`src/rtl/mem_access_unit_pkg.sv`:
```
// rtl/mem_access_unit_pkg.sv - shared encodings for the memory-stage controller
// Pointer modes, target select one-hots, error flag bit positions and FSM states.
package mem_access_unit_pkg;

  typedef enum logic [1:0] {
    MODE_NONE    = 2'b00,
    MODE_POSTINC = 2'b01,
    MODE_PREDEC  = 2'b10,
    MODE_LOAD    = 2'b11
  } ptr_mode_t;

  localparam logic [2:0] SEL_MAIN  = 3'b001;
  localparam logic [2:0] SEL_FRAME = 3'b010;
  localparam logic [2:0] SEL_PROG  = 3'b100;

  localparam int ERR_UNDERFLOW = 0;
  localparam int ERR_OVERFLOW  = 1;
  localparam int ERR_MULTI_SEL = 2;
  localparam int ERR_TIMEOUT   = 3;

  typedef enum logic {
    ST_IDLE = 1'b0,
    ST_BUSY = 1'b1
  } state_t;

endpackage

```
`src/rtl/mem_access_unit_call_stack.sv`:
```
// rtl/mem_access_unit_call_stack.sv - call_stack_lifo: return-address stack
// Push is ignored when full and pop when empty; the parent reports those as errors.
module call_stack_lifo #(
  parameter int DEPTH = 16,
  parameter int W     = 14
) (
  input  logic         clock,
  input  logic         reset,
  input  logic         push,
  input  logic         pop,
  input  logic [W-1:0] wdata,
  output logic [W-1:0] top,
  output logic         full,
  output logic         empty
);
  localparam int SP_W  = $clog2(DEPTH + 1);
  localparam int IDX_W = $clog2(DEPTH);

  logic [W-1:0]     mem [DEPTH];
  logic [SP_W-1:0]  sp;
  logic [IDX_W-1:0] top_idx;

  assign full    = (sp == SP_W'(DEPTH));
  assign empty   = (sp == '0);
  assign top_idx = IDX_W'(sp - SP_W'(1));
  assign top     = mem[top_idx];

  always_ff @(posedge clock) begin
    if (reset) begin
      sp <= '0;
    end else if (push && !full) begin
      sp <= sp + SP_W'(1);
    end else if (pop && !empty) begin
      sp <= sp - SP_W'(1);
    end
  end

  always_ff @(posedge clock) begin
    if (push && !full && !reset) begin
      mem[IDX_W'(sp)] <= wdata;
    end
  end

endmodule

```
`src/rtl/mem_access_unit.sv`:
```
// rtl/mem_access_unit.sv - memory-stage controller: pointer file, call stack, external req/ack
// Optional ack watchdog enabled by defining MEM_ACCESS_TIMEOUT_EN.
module mem_access_unit
  import mem_access_unit_pkg::*;
#(
  parameter int ADDR_W         = 16,
  parameter int NUM_PTRS       = 4,
  parameter int CALL_DEPTH     = 16,
  parameter int TIMEOUT_CYCLES = 255
) (
  input  logic              clock,
  input  logic              reset,
  input  logic              valid_in,
  input  logic              mem_wen_in,
  input  logic              main_mem_en_in,
  input  logic              frame_buf_en_in,
  input  logic              prog_mem_en_in,
  input  logic              call_stack_en_in,
  input  logic [6:0]        mem_ptr_ctl_in,
  input  logic [7:0]        op_top_in,
  input  logic [7:0]        op_bot_in,
  input  logic [13:0]       ret_addr_in,
  output logic              mem_req,
  output logic              mem_we,
  output logic [2:0]        mem_sel,
  output logic [ADDR_W-1:0] mem_addr,
  output logic [7:0]        mem_wdata,
  input  logic              mem_ack,
  input  logic [7:0]        mem_rdata,
  output logic [7:0]        rd_data_out,
  output logic              rd_valid_out,
  output logic [13:0]       ret_addr_out,
  output logic              ret_valid_out,
  output logic              stall,
  output logic [3:0]        err_flags
);
`ifdef MEM_ACCESS_TIMEOUT_EN
  localparam bit TIMEOUT_EN = 1'b1;
`else
  localparam bit TIMEOUT_EN = 1'b0;
`endif
  localparam int PI_W  = $clog2(NUM_PTRS);
  localparam int TMO_W = $clog2(TIMEOUT_CYCLES + 1);

  state_t            state;
  logic [ADDR_W-1:0] ptrs [NUM_PTRS];
  logic              rd_pending;
  logic [TMO_W-1:0]  tmo_cnt;

  ptr_mode_t         mode;
  logic [PI_W-1:0]   pidx;
  logic [ADDR_W-1:0] ptr_cur, base, addr_calc;
  logic              accept, mem_op, multi, prog_wr, ext, push, pop;
  logic              t_main, t_frame, t_prog, t_call;
  logic [2:0]        sel;
  logic [13:0]       stk_top;
  logic              stk_full, stk_empty;

  always_comb begin
    mode      = ptr_mode_t'(mem_ptr_ctl_in[3:2]);
    pidx      = mem_ptr_ctl_in[PI_W-1:0];
    ptr_cur   = ptrs[pidx];
    base      = (mode == MODE_PREDEC) ? ptr_cur - ADDR_W'(1) : ptr_cur;
    addr_calc = base + {{(ADDR_W-3){mem_ptr_ctl_in[6]}}, mem_ptr_ctl_in[6:4]};
    accept    = valid_in && (state == ST_IDLE);
    mem_op    = accept && (mode != MODE_LOAD);
    // Fixed priority main > frame > prog > call; losers are dropped.
    t_main    = main_mem_en_in;
    t_frame   = frame_buf_en_in && !main_mem_en_in;
    t_prog    = prog_mem_en_in && !main_mem_en_in && !frame_buf_en_in;
    t_call    = call_stack_en_in && !main_mem_en_in && !frame_buf_en_in && !prog_mem_en_in;
    multi     = (main_mem_en_in && (frame_buf_en_in || prog_mem_en_in || call_stack_en_in)) ||
                (frame_buf_en_in && (prog_mem_en_in || call_stack_en_in)) ||
                (prog_mem_en_in && call_stack_en_in);
    prog_wr   = t_prog && mem_wen_in;
    ext       = mem_op && (t_main || t_frame || (t_prog && !mem_wen_in));
    push      = mem_op && t_call && mem_wen_in;
    pop       = mem_op && t_call && !mem_wen_in;
    sel       = t_main ? SEL_MAIN : (t_frame ? SEL_FRAME : SEL_PROG);
  end

  assign stall = ext || (state == ST_BUSY);

  call_stack_lifo #(.DEPTH(CALL_DEPTH), .W(14)) u_call_stack (
    .clock (clock),
    .reset (reset),
    .push  (push),
    .pop   (pop),
    .wdata (ret_addr_in),
    .top   (stk_top),
    .full  (stk_full),
    .empty (stk_empty)
  );

  always_ff @(posedge clock) begin
    if (reset) begin
      state         <= ST_IDLE;
      mem_req       <= 1'b0;
      mem_we        <= 1'b0;
      mem_sel       <= '0;
      mem_addr      <= '0;
      mem_wdata     <= '0;
      rd_data_out   <= '0;
      rd_valid_out  <= 1'b0;
      ret_addr_out  <= '0;
      ret_valid_out <= 1'b0;
      err_flags     <= '0;
      rd_pending    <= 1'b0;
      tmo_cnt       <= '0;
      for (int i = 0; i < NUM_PTRS; i++) ptrs[i] <= '0;
    end else begin
      rd_valid_out  <= 1'b0;
      ret_valid_out <= 1'b0;
      case (state)
        ST_IDLE: if (accept) begin
          case (mode)
            MODE_POSTINC: ptrs[pidx] <= ptr_cur + ADDR_W'(1);
            MODE_PREDEC:  ptrs[pidx] <= base;
            MODE_LOAD:    ptrs[pidx] <= ADDR_W'({op_top_in, op_bot_in});
            default:      ;
          endcase
          if (mem_op && (multi || prog_wr)) err_flags[ERR_MULTI_SEL] <= 1'b1;
          if (push && stk_full) err_flags[ERR_OVERFLOW] <= 1'b1;
          if (pop) begin
            ret_valid_out <= 1'b1;
            ret_addr_out  <= stk_empty ? 14'h0 : stk_top;
            if (stk_empty) err_flags[ERR_UNDERFLOW] <= 1'b1;
          end
          if (ext) begin
            state      <= ST_BUSY;
            mem_req    <= 1'b1;
            mem_we     <= mem_wen_in;
            mem_sel    <= sel;
            mem_addr   <= addr_calc;
            mem_wdata  <= op_top_in;
            rd_pending <= !mem_wen_in;
            tmo_cnt    <= '0;
          end
        end
        default: begin
          tmo_cnt <= tmo_cnt + TMO_W'(1);
          if (mem_ack) begin
            state   <= ST_IDLE;
            mem_req <= 1'b0;
            mem_we  <= 1'b0;
            if (rd_pending) begin
              rd_data_out  <= mem_rdata;
              rd_valid_out <= 1'b1;
            end
          end else if (TIMEOUT_EN && tmo_cnt == TMO_W'(TIMEOUT_CYCLES - 1)) begin
            state                  <= ST_IDLE;
            mem_req                <= 1'b0;
            mem_we                 <= 1'b0;
            err_flags[ERR_TIMEOUT] <= 1'b1;
            if (rd_pending) begin
              rd_data_out  <= 8'hFF;
              rd_valid_out <= 1'b1;
            end
          end
        end
      endcase
    end
  end

endmodule

```
`config.mk`:
```
export PLATFORM = sky130hd
export DESIGN_NAME = mem_access_unit
export DESIGN_NICKNAME = d
export VERILOG_FILES = /design/src/rtl/mem_access_unit_pkg.sv /design/src/rtl/mem_access_unit_call_stack.sv /design/src/rtl/mem_access_unit.sv
export SDC_FILE = /design/constraint.sdc
export NUM_CORES = 1
export LEC_CHECK = 0
export ABC_AREA = 1
export BUFFER_PORTS_ARGS = -buffer_cell sky130_fd_sc_hd__buf_2
export CAP_MARGIN = 20
export CORE_MARGIN = 2
export CORE_UTILIZATION = 55
export DETAILED_ROUTE_END_ITERATION = 10
export PLACE_DENSITY = 0.74
export RECOVER_POWER = 25
export SETUP_SLACK_MARGIN = 0.15
export SLEW_MARGIN = 25
export SYNTH_ARGS = -nofsm -noshare
export SYNTH_HDL_FRONTEND = slang
export SYNTH_SLANG_ARGS = --single-unit
```
`constraint.sdc`:
```
create_clock -name clock -period 9.3 [get_ports clock]
set_input_delay 0.93 -clock clock [delete_from_list [all_inputs] [get_ports clock]]
set_output_delay 0.93 -clock clock [all_outputs]
set_load 0.05 [all_outputs]
```
* Yosys cells after proc, flatten, opt, wreduce, memory -nomap -nowiden
Memory sizes are Yosys's and may differ from the RTL's.
Cells that the tools add are included.
** Cells by class
- Bitwise logic cells :: 5
- Reductions and logical operators :: 52
- Multiplexer cells :: 43
- Equal/unequal tests :: 6
- Add/sub/neg operators :: 5
** Operator list (number)
- $mux W16 :: 4
- $mux W1 :: 33
- $logic_and A1 B1 Y1 :: 22
- $reduce_and A3 Y1 :: 6
- $add A16 B1 Y16 const B :: 1
- $add A16 B16 Y16 :: 1
- $reduce_or A16 Y1 :: 1
- $sub A16 B1 Y16 const B :: 1
- $mux W14 :: 1
- $mux W5 :: 2
- $logic_or A1 B1 Y1 :: 9
- $logic_not A1 Y1 :: 7
- $mux W3 :: 2
- $reduce_bool A2 Y1 :: 3
- $reduce_or A3 Y1 :: 2
- $add A5 B1 Y5 const B :: 1
- $eq A5 B5 Y1 const B :: 1
- $logic_not A5 Y1 :: 1
- $sub A5 B1 Y5 const B :: 1
- $eq A2 B2 Y1 const B :: 2
- $ne A2 B2 Y1 const B :: 2
- $reduce_and A4 Y1 :: 1
- $not A1 Y1 :: 3
- $eq A2 B1 Y1 const B :: 1
- other kinds (2) :: 3
** Storage, ports and cells
- RAM bits :: 288
- Flip-flop bits (word level) :: 63
- Output and inout bits :: 58
- Memories :: 2
- Input bits :: 54
** Memory list
- u_call_stack.mem :: words 16, bits a word 14, read ports 1, clocked after Yosys merged registers in 0, wr ports 1, line mem_access_unit_call_stack.sv:19 : logic [W-1:0] mem [DEPTH];
- ptrs :: words 4, bits a word 16, read ports 1, clocked after Yosys merged registers in 0, wr ports 4, line mem_access_unit.sv:46 : logic [ADDR_W-1:0] ptrs [NUM_PTRS];

* Logic depth before layout (Yosys ltp)
Gate-level depths: netlist of run 1.
- Word-level depth :: 10
- Gate-level depth with buffers :: 26
- Mapped depth without buffers :: 24

* By module
A second synthesis of run 1 with hierarchy kept.
** Second synthesis, totals
- Cell total of the unflattened synthesis :: 1688
- Area total of the unflattened synthesis :: 16417.0 um^2
** By module, submodules not included
- call_stack_lifo :: area an instance 9559.2 um^2, instances 1, cells each 776, seq. area each 6826.5 um^2
- mem_access_unit :: area an instance 6857.8 um^2, instances 1, cells each 912, seq. area each 3083.0 um^2

* Worst setup path after synthesis of run 1
OpenSTA, ideal clock, no wires.
- Kind :: input to register
- From :: input mem_ptr_ctl_in[0]
- To :: register mem_addr[15]
- Stages :: 24
- Required time :: 9191 ps
- Path buffers :: 2
- Setup slack :: 5675 ps
- Arrival :: 3516 ps
- Setup time :: 109 ps
- Cell sequence :: buf_6 inv_8 buf_8 nand2_2 nand3_2 nand2_2 ha_1 inv_1 nor2_1 nand3_2 nor2_2 nand2_1 o21ai_1 ha_1 a21oi_1 nor2_1 nor2_1 o221ai_1 a21oi_1 inv_1 nand2_1 nand3_1 nand2_1 inv_1
** On the way
- Word-level cells in the longest chain between the ends :: 4
** Ends and longest elaborated chain
- from (decl) :: line mem_access_unit.sv:19 : input logic [6:0] mem_ptr_ctl_in,
- $mem_v2 Z4 W16 (*)
- $sub A16 B1 Y16 :: line mem_access_unit.sv:63 : base = (mode == MODE_PREDEC) ? ptr_cur - ADDR_W'(1) : ptr_cur;
- $mux W16 (*) :: line mem_access_unit.sv:63
- $add A16 B16 Y16 (*) :: line mem_access_unit.sv:64 : addr_calc = base + {{(ADDR_W-3){mem_ptr_ctl_in[6]}}, mem_ptr_ctl_in[6:4]};
- to (signal assigned) :: line mem_access_unit.sv:134 : mem_addr <= addr_calc;
- to (decl) :: line mem_access_unit.sv:26 : output logic [ADDR_W-1:0] mem_addr,
Every way passes the cells marked *; elsewhere a longest branch is shown, timed or not.
A chain may end at the register's enable or synchronous reset.

* Final worst setup path of run 1
Ends and elaborated chain as after synthesis.

==> results.ini, run 1 <==
[worst_setup_path]
critPathArrivalTime_ns = 4.59
worst_r2r_startpoint = u_call_stack.sp[0]
timing.rr.end = u_call_stack.mem[10][1]
worst_r2r_path_depth = 10
crit_path_start_kind = input port
critical_path.endpoint_type = flop
regToRegSetupSlack_ns = 5.65
timing.critical_path.required_ns = 9.73
cp-startpoint = mem_ptr_ctl_in[0]
worst_setup_path_class = in2reg
cp_max_fo = 35
critical_path.endpoint = mem_addr[15]

[synth]
mappedNetlistArea_mm2 = 0.01624
synth-seq-area-share = 0.6101
synth-main-ff-cell = sky130_fd_sc_hd__edfxtp_1
yosys_warnings = 0
synth_enable_flop_cells = 288
synth_nets = 1683
synth_area_leaders = sky130_fd_sc_hd__edfxtp_1 (53%), sky130_fd_sc_hd__nand2_1 (8.5%), sky130_fd_sc_hd__dfxtp_1 (7.8%)
synth_largest_area_cell = sky130_fd_sc_hd__edfxtp_1
synthArstFlopShare = 0
synthCells = 1604
synthDistinctLibCells = 46
synth_largest_type_area_fraction = 0.5324
avgSynthCellArea_um2 = 10.13
yosys_register_bits = 351

[placement]
placed_cells_incl_taps = 2042
place.port_buffers = 110
final_weighted_congestion_in_routability_driven_placement = 0.9052
detailed_place_hpwl_mm = 25.11

[cts]
clk_latency_ns = 0.56
h_tree_levels = 2
cts.path.max_buffers = 3
clock_tree_from_tritoncts = built
clk_transition_reported_paths_ns = 0.06
cts-buffers-inserted = 37
cts.hold.buffers_added = 0
cts.sinks = 351
postCtsResizedCells = 0
postCtsSetupRepairBufs = 0
clk_root_buffer_cell = sky130_fd_sc_hd__clkbuf_16

[final_layout]
area.growth.synth_to_final_pct = 12.66
mostFrequentLayoutCells = sky130_fd_sc_hd__nand2_1 (367), sky130_fd_sc_hd__edfxtp_1 (288), sky130_fd_sc_hd__nor2_1 (182)
fill_cells = 2316
layout.nets = 1776
final_common_cell = sky130_fd_sc_hd__nand2_1
finalNonFillerCells = 2111
layout-drive-gt1-share = 0.1530

[sta]
fin_skew_ns = 0.03340
timing.setup.tns_ns = 0
timing.fmax_mhz = 240.4
setup-violations-final = 0
finalWorstPathRequiredPeriod_ns = 4.159
actual_transition_at_the_worst_max_transition_pin_ns = 1.038
relSlewSlack = 0.3057
unrepaired_setup_endpoints_after_global_routing = false
finalHoldViolCount = 0
min_period_over_period = 0.4472
drv_slew = 0

[die]
floorplan.die.height_um = 175.9
fp.coreArea_mm2 = 0.02886
design.portCount = 112
die_area_mm2 = 0.03092
floorplan.initialDensity = 0.5629
rows = 62
dieWidth_um = 175.9

[global_route]
first_global_vias = 11300
grt_overflow = 0
initial_antenna_violation_count = 3
grt_first_pass_wirelength_mm = 62.01
grt_util_all_layers = 0.2591
grt_max_degree = 90

[status]
status = complete, no violations

[min_path]
timing.hold.worst_path_depth = 2
hold_start = rd_data_out[5]
hold_class = reg2reg

[route]
dr.pass1.iters = 5
wl_mm = 40.33
route.detailed.vias_per_inst = 5.785
count_of_unresolved_drc_violations_after_routing = 0
post_drt_antenna_nets = 0
detail_route.wl_per_cell_um = 19.10
num_vias = 12210
drt_iter0_markers = 1270

[flow_run]
timing.max_cap.violations = 0

[power_and_ir_drop]
worst_ir_drop_vdd_uv = 176.2
powerDensity_mw_per_mm2 = 193.5
leakagePower_nw = 7.326

[cells in the mapped netlist, drive strengths merged, types with 3 or more instances]
master and number:
clkbuf 49, xor2 14, nor2 197, a32o 25
o22ai 3, edfxtp 288, xnor2 7, dfxtp 63
a22oi 28, buf 32, a21oi 134, nand2 404
nor3 4, o21ai 66, inv 99, nand3 108
o221ai 3, a21o 4, ha 24, o211ai 33
nand4 5
[per-stage QoR]
step / setup slack (ns) / area [µm²] / hold slack (ns) / power (mW) / util
2_1_floorplan: 5.675 / 16240 / 0.5041 / 2.023 / -
3_3_place_gp: 4.749 / 17090 / 0.4292 / 2.113 / 0.5922
3_5_place_dp: 4.661 / 17090 / 0.4350 / 2.118 / 0.5922
4_1_cts: 5.190 / 18310 / 0.4438 / 3.559 / 0.6346
5_1_grt: 4.696 / 18300 / 0.4684 / 3.659 / 0.6340
6_report: 5.141 / 18300 / 0.4402 / 3.541 / 0.6341
[worst min-delay path by stage]
stage	endpoint	slack (ns)
floorplan	rd_pending	0.50
global placement	rd_data_out[1]	0.43
detailed placement	rd_data_out[5]	0.44
CTS	rd_data_out[5]	0.44
global route	rd_data_out[3]	0.47
finish	rd_data_out[5]	0.44
[registers in the layout, summed over array words and instances (netlist names), 3 cells and up]
name              flops
mem_sel               3
u_call_stack.mem    224
rd_data_out           8
mem_addr             16
ptrs                 64
mem_wdata             8
u_call_stack.sp       5
err_flags             3
ret_addr_out         14
[area by class of cell]
class | count | area [µm²] | area share
antenna | 1 | 2.502 | 0.0001368
clock buffer | 47 | 963.4 | 0.05265
clock inverter | 21 | 259.0 | 0.01415
inverter | 101 | 389.1 | 0.02126
multi-input combinational | 1071 | 5569 | 0.3043
sequential | 351 | 9913 | 0.5417
tap | 384 | 480.5 | 0.02626
timing repair buffer | 135 | 721.9 | 0.03945
[power breakdown]
part	switching, mW	internal, mW	total [mW]	leakage (nW)
clock network	0.617	0.835	1.45	0.587
logic	0.251	0.0971	0.348	3.55
registers	0.0129	1.73	1.74	3.19
total	0.881	2.66	3.54	7.33
[critical path, stage by stage]
cell	delay [ns]
sky130_fd_sc_hd__buf_2	0.55
sky130_fd_sc_hd__inv_8	0.21
sky130_fd_sc_hd__nand2_1	0.14
sky130_fd_sc_hd__nand3_1	0.07
sky130_fd_sc_hd__nand2_1	0.21
sky130_fd_sc_hd__ha_1	0.18
sky130_fd_sc_hd__inv_1	0.05
sky130_fd_sc_hd__nor2_1	0.22
sky130_fd_sc_hd__nand3_2	0.14
sky130_fd_sc_hd__nor2_2	0.12
sky130_fd_sc_hd__nand2_1	0.09
sky130_fd_sc_hd__o21ai_1	0.20
sky130_fd_sc_hd__ha_1	0.31
sky130_fd_sc_hd__a21oi_1	0.31
sky130_fd_sc_hd__nor2_1	0.07
sky130_fd_sc_hd__nor2_1	0.19
sky130_fd_sc_hd__o221ai_1	0.13
sky130_fd_sc_hd__a21oi_1	0.17
sky130_fd_sc_hd__inv_1	0.06
sky130_fd_sc_hd__nand2_1	0.05
sky130_fd_sc_hd__nand3_1	0.06
sky130_fd_sc_hd__nand2_1	0.08
sky130_fd_sc_hd__inv_1	0.03
[per-layer routing]
| metal | vias to the layer above | track usage | routed length (µm) |
|---|---|---|---|
| li1 | 5747 | - | - |
| met1 | 5850 | 0.3438 | 16750 |
| met2 | 502 | 0.4309 | 19330 |
| met3 | 109 | 0.04805 | 2938 |
| met4 | 4 | 0.08988 | 1285 |
| met5 | - | 0 | 28 |
[logic make-up after synthesis]
group	count (synthesis)	share of synthesized area
buffers and inverters	182	0.04784
DFF	351	0.6101
xor gates and xnor gates	21	0.01132
adders and majority gates	25	0.01972
and+or+nand+nor	722	0.1978
other	1	0.0002309
AOI/OAI and AO/OA	302	0.1130
(Power assumes the default switching activity.)
==> run 2, diff against run 1 <==
Settings changed: PLACE_DENSITY 0.74 to 0.76.
Clock period 9.3 ns to 3.7 ns, I/O delays scaled along.
==> results.ini, run 2 (same netlist as run 1, synthesis figures left out) <==
[status]
status = complete, no violations  ; unchanged

[final_layout]
multiInputGateArea_mm2 = 0.005569  ; unchanged
fill_cells = 2282  ; was 2316
area.growth.synth_to_final_pct = 13.37  ; was 12.66%
top_regs = u_call_stack.mem x224, ptrs x64, mem_addr x16  ; unchanged
largest_register = u_call_stack.mem  ; unchanged
layout-drive-gt1-share = 0.1643  ; was 0.1530
post-route-cell-area_mm2 = 0.01842  ; was 0.01830 mm²
layout.nets = 1794  ; was 1776
fin_util = 0.6381  ; was 0.6341
mostFrequentLayoutCells = sky130_fd_sc_hd__nand2_1 (367), sky130_fd_sc_hd__edfxtp_1 (288), sky130_fd_sc_hd__nor2_1 (182)  ; unchanged
flip_flop_count_of_the_largest_register_all_copies_and_words_added = 224  ; unchanged
final_common_cell = sky130_fd_sc_hd__nand2_1  ; unchanged
final-seq-area_mm2 = 0.009913  ; unchanged

[placement]
place.port_buffers = 110  ; unchanged
post_place_worst_slack_ns = 0.2514  ; was 4.661 ns
detailed_place_hpwl_mm = 26.79  ; was 25.11 mm
final_weighted_congestion_in_routability_driven_placement = 0.9753  ; was 0.9052
placedInstanceArea_mm2 = 0.01725  ; was 0.01709 mm²

[worst_setup_path]
worst_setup_path_class = reg2reg  ; was in2reg
worst_r2r_path_depth = 19  ; was 10
critPathArrivalTime_ns = 3.64  ; was 4.59 ns
cp_max_fo = 4  ; was 35
worst_r2r_startpoint = ptrs[0][0]  ; was u_call_stack.sp[0]
crit_path_start_kind = flop  ; was input port
regToRegSetupSlack_ns = 0.48  ; was 5.65 ns
timing.critical_path.required_ns = 4.12  ; was 9.73 ns
critical_path.endpoint_type = flop  ; unchanged
timing.rr.end = mem_addr[15]  ; was u_call_stack.mem[10][1]

[sta]
finalHoldViolCount = 0  ; unchanged
fin_skew_ns = 0.03069  ; was 0.03340 ns
finalWorstPathRequiredPeriod_ns = 3.222
timing.fmax_mhz = 310.4
min_period_over_period = 0.8707
relSlewSlack = 0.3864  ; was 0.3057
setup-violations-final = 0  ; unchanged
timing.setup.tns_ns = 0  ; unchanged
drv_slew = 0  ; unchanged
unrepaired_setup_endpoints_after_global_routing = false  ; unchanged
finalWorstSetupSlack_ns = 0.4785  ; was 5.141 ns
actual_transition_at_the_worst_max_transition_pin_ns = 0.9204  ; was 1.038 ns

[global_route]
grt_first_pass_wirelength_mm = 64.85  ; was 62.01 mm
first_global_vias = 11830  ; was 11300
initial_antenna_violation_count = 2  ; was 3
grt_overflow = 0  ; unchanged
grt_max_degree = 87  ; was 90
grt_util_all_layers = 0.2725  ; was 0.2591

[power_and_ir_drop]
powerDensity_mw_per_mm2 = 476.5  ; was 193.5 mW/mm²
worst_ir_drop_vdd_uv = 513.9  ; was 176.2 µV
leakagePower_nw = 7.417  ; was 7.326 nW
finalPower_mw = 8.775  ; was 3.541 mW

[die]
design.portCount = 112  ; unchanged
floorplan.initialDensity = 0.5629  ; unchanged
rows = 62  ; unchanged
fp.coreArea_mm2 = 0.02886  ; unchanged
die_area_mm2 = 0.03092  ; unchanged
dieWidth_um = 175.9  ; unchanged
floorplan.die.height_um = 175.9  ; unchanged

[cts]
clock_tree_from_tritoncts = built  ; unchanged
postCtsSetupRepairBufs = 0  ; unchanged
postCtsResizedCells = 0  ; unchanged
h_tree_levels = 2  ; unchanged
cts.hold.buffers_added = 0  ; unchanged
clk_transition_reported_paths_ns = 0.06  ; about the same
clk_root_buffer_cell = sky130_fd_sc_hd__clkbuf_16  ; unchanged
cts-buffers-inserted = 37  ; unchanged
clk_latency_ns = 0.54  ; was 0.56 ns
cts.sinks = 351  ; unchanged
cts.path.max_buffers = 3  ; unchanged

[min_path]
hold_start = mem_wen_in  ; was rd_data_out[5]
hold_class = in2reg  ; was reg2reg
timing.hold.worst_endpoint = rd_pending  ; was rd_data_out[5]
timing.hold.worst_path_depth = 2  ; unchanged

[flow_run]
timing.max_cap.violations = 0  ; unchanged

[route]
drt_iter0_markers = 1476  ; was 1270
count_of_unresolved_drc_violations_after_routing = 0  ; unchanged
num_vias = 12390  ; was 12210
post_drt_antenna_nets = 0  ; unchanged
dr.pass1.iters = 5  ; unchanged
detail_route.wl_per_cell_um = 19.67  ; was 19.10 µm
route.detailed.vias_per_inst = 5.827  ; was 5.785
wl_mm = 41.82  ; was 40.33 mm

## run 2: cell types whose count changed in the layout (fill, tap and decap cells not counted), sizes merged
cell and delta:
clkinvlp -1, clkbuf +3, buf +19, clkinv -5, inv +2, bufinv -3
## run 2: metrics by stage
stage                     hold WS [ns]  instances
final                          0.09405       2126
after global routing            0.1105       2125
after CTS                      0.07299       2125
after detailed placement        0.4359       2060
after global placement          0.4274       2060
after floorplan                 0.4600       1604
## run 2: cell type report
type                       instances  area share
antenna                            1   0.0001359
clock buffer                      51     0.05639
clock inverter                    14    0.006930
inverter                         101     0.02106
multi-input combinational       1071      0.3024
sequential                       351      0.5383
tap                              384     0.02609
timing repair buffer             153     0.04865
## run 2: how the worst max path moves through the flow
stage                      start           end  slack [ns]
4_1_cts               ptrs[1][1]  mem_addr[15]        0.46
3_5_place_dp   mem_ptr_ctl_in[0]  mem_addr[15]        0.25
3_3_place_gp   mem_ptr_ctl_in[0]  mem_addr[15]        0.34
5_1_grt               ptrs[3][1]  mem_addr[15]        0.17
6_report              ptrs[0][0]  mem_addr[15]        0.48
2_1_floorplan  mem_ptr_ctl_in[0]  mem_addr[15]        0.64
## run 2: where the power goes
group | switching [mW] | total, mW | internal (mW)
logic | 0.649 | 0.904 | 0.255
clock network | 1.51 | 3.50 | 1.99
registers | 0.0294 | 4.37 | 4.34
## run 2: metal layers
| layer | vias to the layer above | track usage | wire, µm |
|---|---|---|---|
| li1 | 5781 | - | - |
| met2 | 632 | 0.4314 | 19140 |
| met4 | 2 | 0.1061 | 1452 |
| met5 | - | 0 | 13 |
| met1 | 5862 | 0.3736 | 17300 |
| met3 | 111 | 0.05390 | 3925 |
## run 2: critical path, stage by stage, from the launching register on
cell and delay [ns]:
sky130_fd_sc_hd__edfxtp_1 0.38, sky130_fd_sc_hd__nand2_1 0.11, sky130_fd_sc_hd__nand3_1 0.08, sky130_fd_sc_hd__nand2_1 0.12, sky130_fd_sc_hd__ha_1 0.15, sky130_fd_sc_hd__inv_1 0.03
sky130_fd_sc_hd__nor2_1 0.23, sky130_fd_sc_hd__nand3_2 0.15, sky130_fd_sc_hd__xor2_1 0.29, sky130_fd_sc_hd__ha_1 0.33, sky130_fd_sc_hd__inv_1 0.10, sky130_fd_sc_hd__o21bai_1 0.08
sky130_fd_sc_hd__a21oi_1 0.31, sky130_fd_sc_hd__o21ai_0 0.25, sky130_fd_sc_hd__a21oi_1 0.23, sky130_fd_sc_hd__inv_1 0.06, sky130_fd_sc_hd__nand2_1 0.05, sky130_fd_sc_hd__nand3_1 0.06
sky130_fd_sc_hd__nand2_1 0.08, sky130_fd_sc_hd__inv_1 0.03
==> run 3, diff against run 2 <==
Settings changed: HOLD_SLACK_MARGIN from default to 0.1.
Clock period 3.7 ns to 2.68 ns, I/O delays scaled along.
==> results.ini, run 3 (same netlist as run 1, synthesis figures left out) <==
[cts]
cts.path.max_buffers = 3  ; unchanged
clock_tree_from_tritoncts = built  ; unchanged
h_tree_levels = 2  ; unchanged
clk_latency_ns = 0.54  ; about the same
cts-buffers-inserted = 37  ; unchanged
clk_root_buffer_cell = sky130_fd_sc_hd__clkbuf_16  ; unchanged
clk_transition_reported_paths_ns = 0.06  ; about the same
cts.sinks = 351  ; unchanged

[sta]
finalWorstPathRequiredPeriod_ns = 2.784  ; was 3.222 ns
timing.fmax_mhz = 359.2  ; was 310.4 MHz
drv_slew = 0  ; unchanged
finalHoldViolCount = 0  ; unchanged
setup-violations-final = 6  ; was 0
unrepaired_setup_endpoints_after_global_routing = true  ; was false
min_period_over_period = 1.039  ; was 0.8707
actual_transition_at_the_worst_max_transition_pin_ns = 0.8341  ; was 0.9204 ns
relSlewSlack = 0.4439  ; was 0.3864
finalWorstSetupSlack_ns = -0.1036  ; was 0.4785 ns
fin_skew_ns = 0.02659  ; was 0.03069 ns

[power_and_ir_drop]
worst_ir_drop_vdd_uv = 623.7  ; was 513.9 µV
leakagePower_nw = 8.177  ; was 7.417 nW
powerDensity_mw_per_mm2 = 628.5  ; was 476.5 mW/mm²
finalPower_mw = 12.67  ; was 8.775 mW

[global_route]
grt_use_met3 = 0.06385  ; was 0.05390
initial_antenna_violation_count = 0  ; was 2
grt_first_pass_wirelength_mm = 67.76  ; was 64.85 mm
grt_use_met2 = 0.4549  ; was 0.4314
grt_util_all_layers = 0.2848  ; was 0.2725
grt_busiest_layer = met2  ; unchanged
globalRouteMet1Util = 0.3877  ; was 0.3736
grt_overflow = 0  ; unchanged
grt_max_degree = 79  ; was 87
first_global_vias = 12610  ; was 11830

[worst_setup_path]
critPathArrivalTime_ns = 3.21  ; was 3.64 ns
worst_path_max_delay_cell = sky130_fd_sc_hd__edfxtp_1  ; unchanged
crit_path_start_kind = flop  ; unchanged
cp.buffers_inverters = 6  ; was 4
critPathMaxStageDelay_ns = 0.43  ; was 0.38 ns
worst_setup_path_class = reg2reg  ; unchanged
timing.critical_path.max_delay_family = buffers and inverters  ; was simple AND/OR/NAND/NOR gates
cp_max_fo = 4  ; unchanged
critical_path.cell_chain = nand2_4 > nand3_2 > nand2_4 > ha_4 > inv_2 > nor2_4 > buf_4 > buf_6 > xnor2_1 > buf_4 > ha_4 > a21oi_1 > nand2_1 > a21oi_2 > buf_4 > nor2_1 > o21ai_1 > xnor2_1 > o21ai_1 > inv_1  ; was nand2_1 > nand3_1 > nand2_1 > ha_1 > inv_1 > nor2_1 > nand3_2 > xor2_1 > ha_1 > inv_1 > o21bai_1 > a21oi_1 > o21ai_0 > a21oi_1 > inv_1 > nand2_1 > nand3_1 > nand2_1 > inv_1
timing.critical_path.required_ns = 3.11  ; was 4.12 ns
worst_r2r_startpoint = ptrs[2][1]  ; was ptrs[0][0]
critical_path.endpoint_type = flop  ; unchanged
cp-startpoint = ptrs[2][1]  ; was ptrs[0][0]
worst_path_most_repeated_cell = sky130_fd_sc_hd__buf_4

[min_path]
hold_class = in2reg  ; unchanged
hold_start = reset  ; was mem_wen_in

[route]
detail_route.wl_per_cell_um = 19.61  ; was 19.67 µm
dr.pass1.iters = 6  ; was 5
post_drt_antenna_nets = 0  ; unchanged
drt_iter0_markers = 1378  ; was 1476
route.detailed.vias_per_inst = 5.762  ; was 5.827
count_of_unresolved_drc_violations_after_routing = 0  ; unchanged
num_vias = 13070  ; was 12390
wl_mm = 44.50  ; was 41.82 mm

[final_layout]
layout.nets = 1936  ; was 1794
area.growth.synth_to_final_pct = 24.06  ; was 13.37%
final_common_cell = sky130_fd_sc_hd__nand2_1  ; unchanged
post-route-cell-area_mm2 = 0.02015  ; was 0.01842 mm²
final-seq-area_mm2 = 0.009913  ; unchanged
top_regs = u_call_stack.mem x224, ptrs x64, mem_addr x16  ; unchanged
fill_cells = 2053  ; was 2282
mostFrequentLayoutCells = sky130_fd_sc_hd__nand2_1 (347), sky130_fd_sc_hd__edfxtp_1 (288), sky130_fd_sc_hd__nor2_1 (170)  ; was sky130_fd_sc_hd__nand2_1 (367), sky130_fd_sc_hd__edfxtp_1 (288), sky130_fd_sc_hd__nor2_1 (182)
flip_flop_count_of_the_largest_register_all_copies_and_words_added = 224  ; unchanged
multiInputGateArea_mm2 = 0.006053  ; was 0.005569 mm²
largest_register = u_call_stack.mem  ; unchanged
layout-drive-gt1-share = 0.2573  ; was 0.1643
antenna_diode_count = 0  ; was 1

[die]
design.portCount = 112  ; unchanged
floorplan.die.height_um = 175.9  ; unchanged
dieWidth_um = 175.9  ; unchanged
die_area_mm2 = 0.03092  ; unchanged
floorplan.initialDensity = 0.5629  ; unchanged
fp.coreArea_mm2 = 0.02886  ; unchanged
rows = 62  ; unchanged

[status]
violations = setup timing
status = finished, violations left  ; was complete, no violations

[placement]
placedInstanceArea_mm2 = 0.01825  ; was 0.01725 mm²
final_weighted_congestion_in_routability_driven_placement = 0.9514  ; was 0.9753
place.port_buffers = 110  ; unchanged
post_place_worst_slack_ns = -0.3651  ; was 0.2514 ns
detailed_place_hpwl_mm = 28.88  ; was 26.79 mm

[flow_run]
timing.max_cap.violations = 0  ; unchanged

## run 3: cell types whose count changed in the layout (fill, tap and decap cells not counted), moves of 13 or more
cell,previous run,this run
sky130_fd_sc_hd__nand2_1,367,347
sky130_fd_sc_hd__buf_4,40,145
sky130_fd_sc_hd__o21ai_0,59,46
sky130_fd_sc_hd__dlygate4sd3_1,0,23
sky130_fd_sc_hd__ha_4,0,14
sky130_fd_sc_hd__nand2_2,26,41
sky130_fd_sc_hd__ha_1,24,10
## run 3: path summary, 6_finish.rpt
kind	slack [ns]	depth (start not counted)	to
max	-0.10	20	mem_addr[9]
min	0.13	4	ret_valid_out
max reg2reg	-0.10	20	mem_addr[9]
min reg2reg	0.44	2	rd_data_out[7]
## run 3: per-stage QoR
stage | hold slack [ns] | std cells | util | setup TNS [ns]
2_1_floorplan | 0.3580 | 1604 | - | -19.47
3_3_place_gp | 0.4268 | 2170 | 0.6325 | -2.154
3_5_place_dp | 0.4345 | 2170 | 0.6325 | -2.742
4_1_cts | 0.1029 | 2261 | 0.6868 | -0.06732
5_1_grt | 0.1448 | 2269 | 0.6983 | -1.833
6_report | 0.1309 | 2269 | 0.6983 | -0.4263
## run 3: area by class of cell
cell class / instances / share of cell area
clock inverter: 20 / 0.009562
multi-input combinational: 1071 / 0.3004
inverter: 101 / 0.01943
clock buffer: 47 / 0.04936
timing repair buffer: 295 / 0.1055
tap: 384 / 0.02384
sequential: 351 / 0.4919
## run 3: power breakdown
group	switching (mW)	internal (mW)	total, mW	leakage [nW]
Combinational	1.04	0.640	1.68	4.40
Sequential	0.0460	6.00	6.04	3.19
Clock	2.10	2.85	4.94	0.585
Total	3.18	9.49	12.7	8.18
## run 3: worst register-to-register path: stages, from the launching register on
cell	delay (ns)
sky130_fd_sc_hd__edfxtp_1	0.43
sky130_fd_sc_hd__nand2_4	0.09
sky130_fd_sc_hd__nand3_2	0.09
sky130_fd_sc_hd__nand2_4	0.09
sky130_fd_sc_hd__ha_4	0.12
sky130_fd_sc_hd__inv_2	0.04
sky130_fd_sc_hd__nor2_4	0.12
sky130_fd_sc_hd__buf_4	0.14
sky130_fd_sc_hd__buf_6	0.08
sky130_fd_sc_hd__xnor2_1	0.10
sky130_fd_sc_hd__buf_4	0.15
sky130_fd_sc_hd__ha_4	0.20
sky130_fd_sc_hd__a21oi_1	0.12
sky130_fd_sc_hd__nand2_1	0.11
sky130_fd_sc_hd__a21oi_2	0.20
sky130_fd_sc_hd__buf_4	0.16
sky130_fd_sc_hd__nor2_1	0.04
sky130_fd_sc_hd__o21ai_1	0.14
sky130_fd_sc_hd__xnor2_1	0.09
sky130_fd_sc_hd__o21ai_1	0.12
sky130_fd_sc_hd__inv_1	0.06
## run 3: what timing repair did
action,4_1_cts,5_1_grt
endpoints found under the hold margin,48,0
setup endpoints to repair,12,202
pin swaps,15,18
resized for setup,26,67
setup buffers,1,8
cloned,0,0
hold buffers,23,0
## run 3: routing by layer
layer  wire [µm]  up-vias
met1       18160     6229
met3        4354      102
met4        1192        0
met5           0        -
met2       20800      681
li1            -     6062
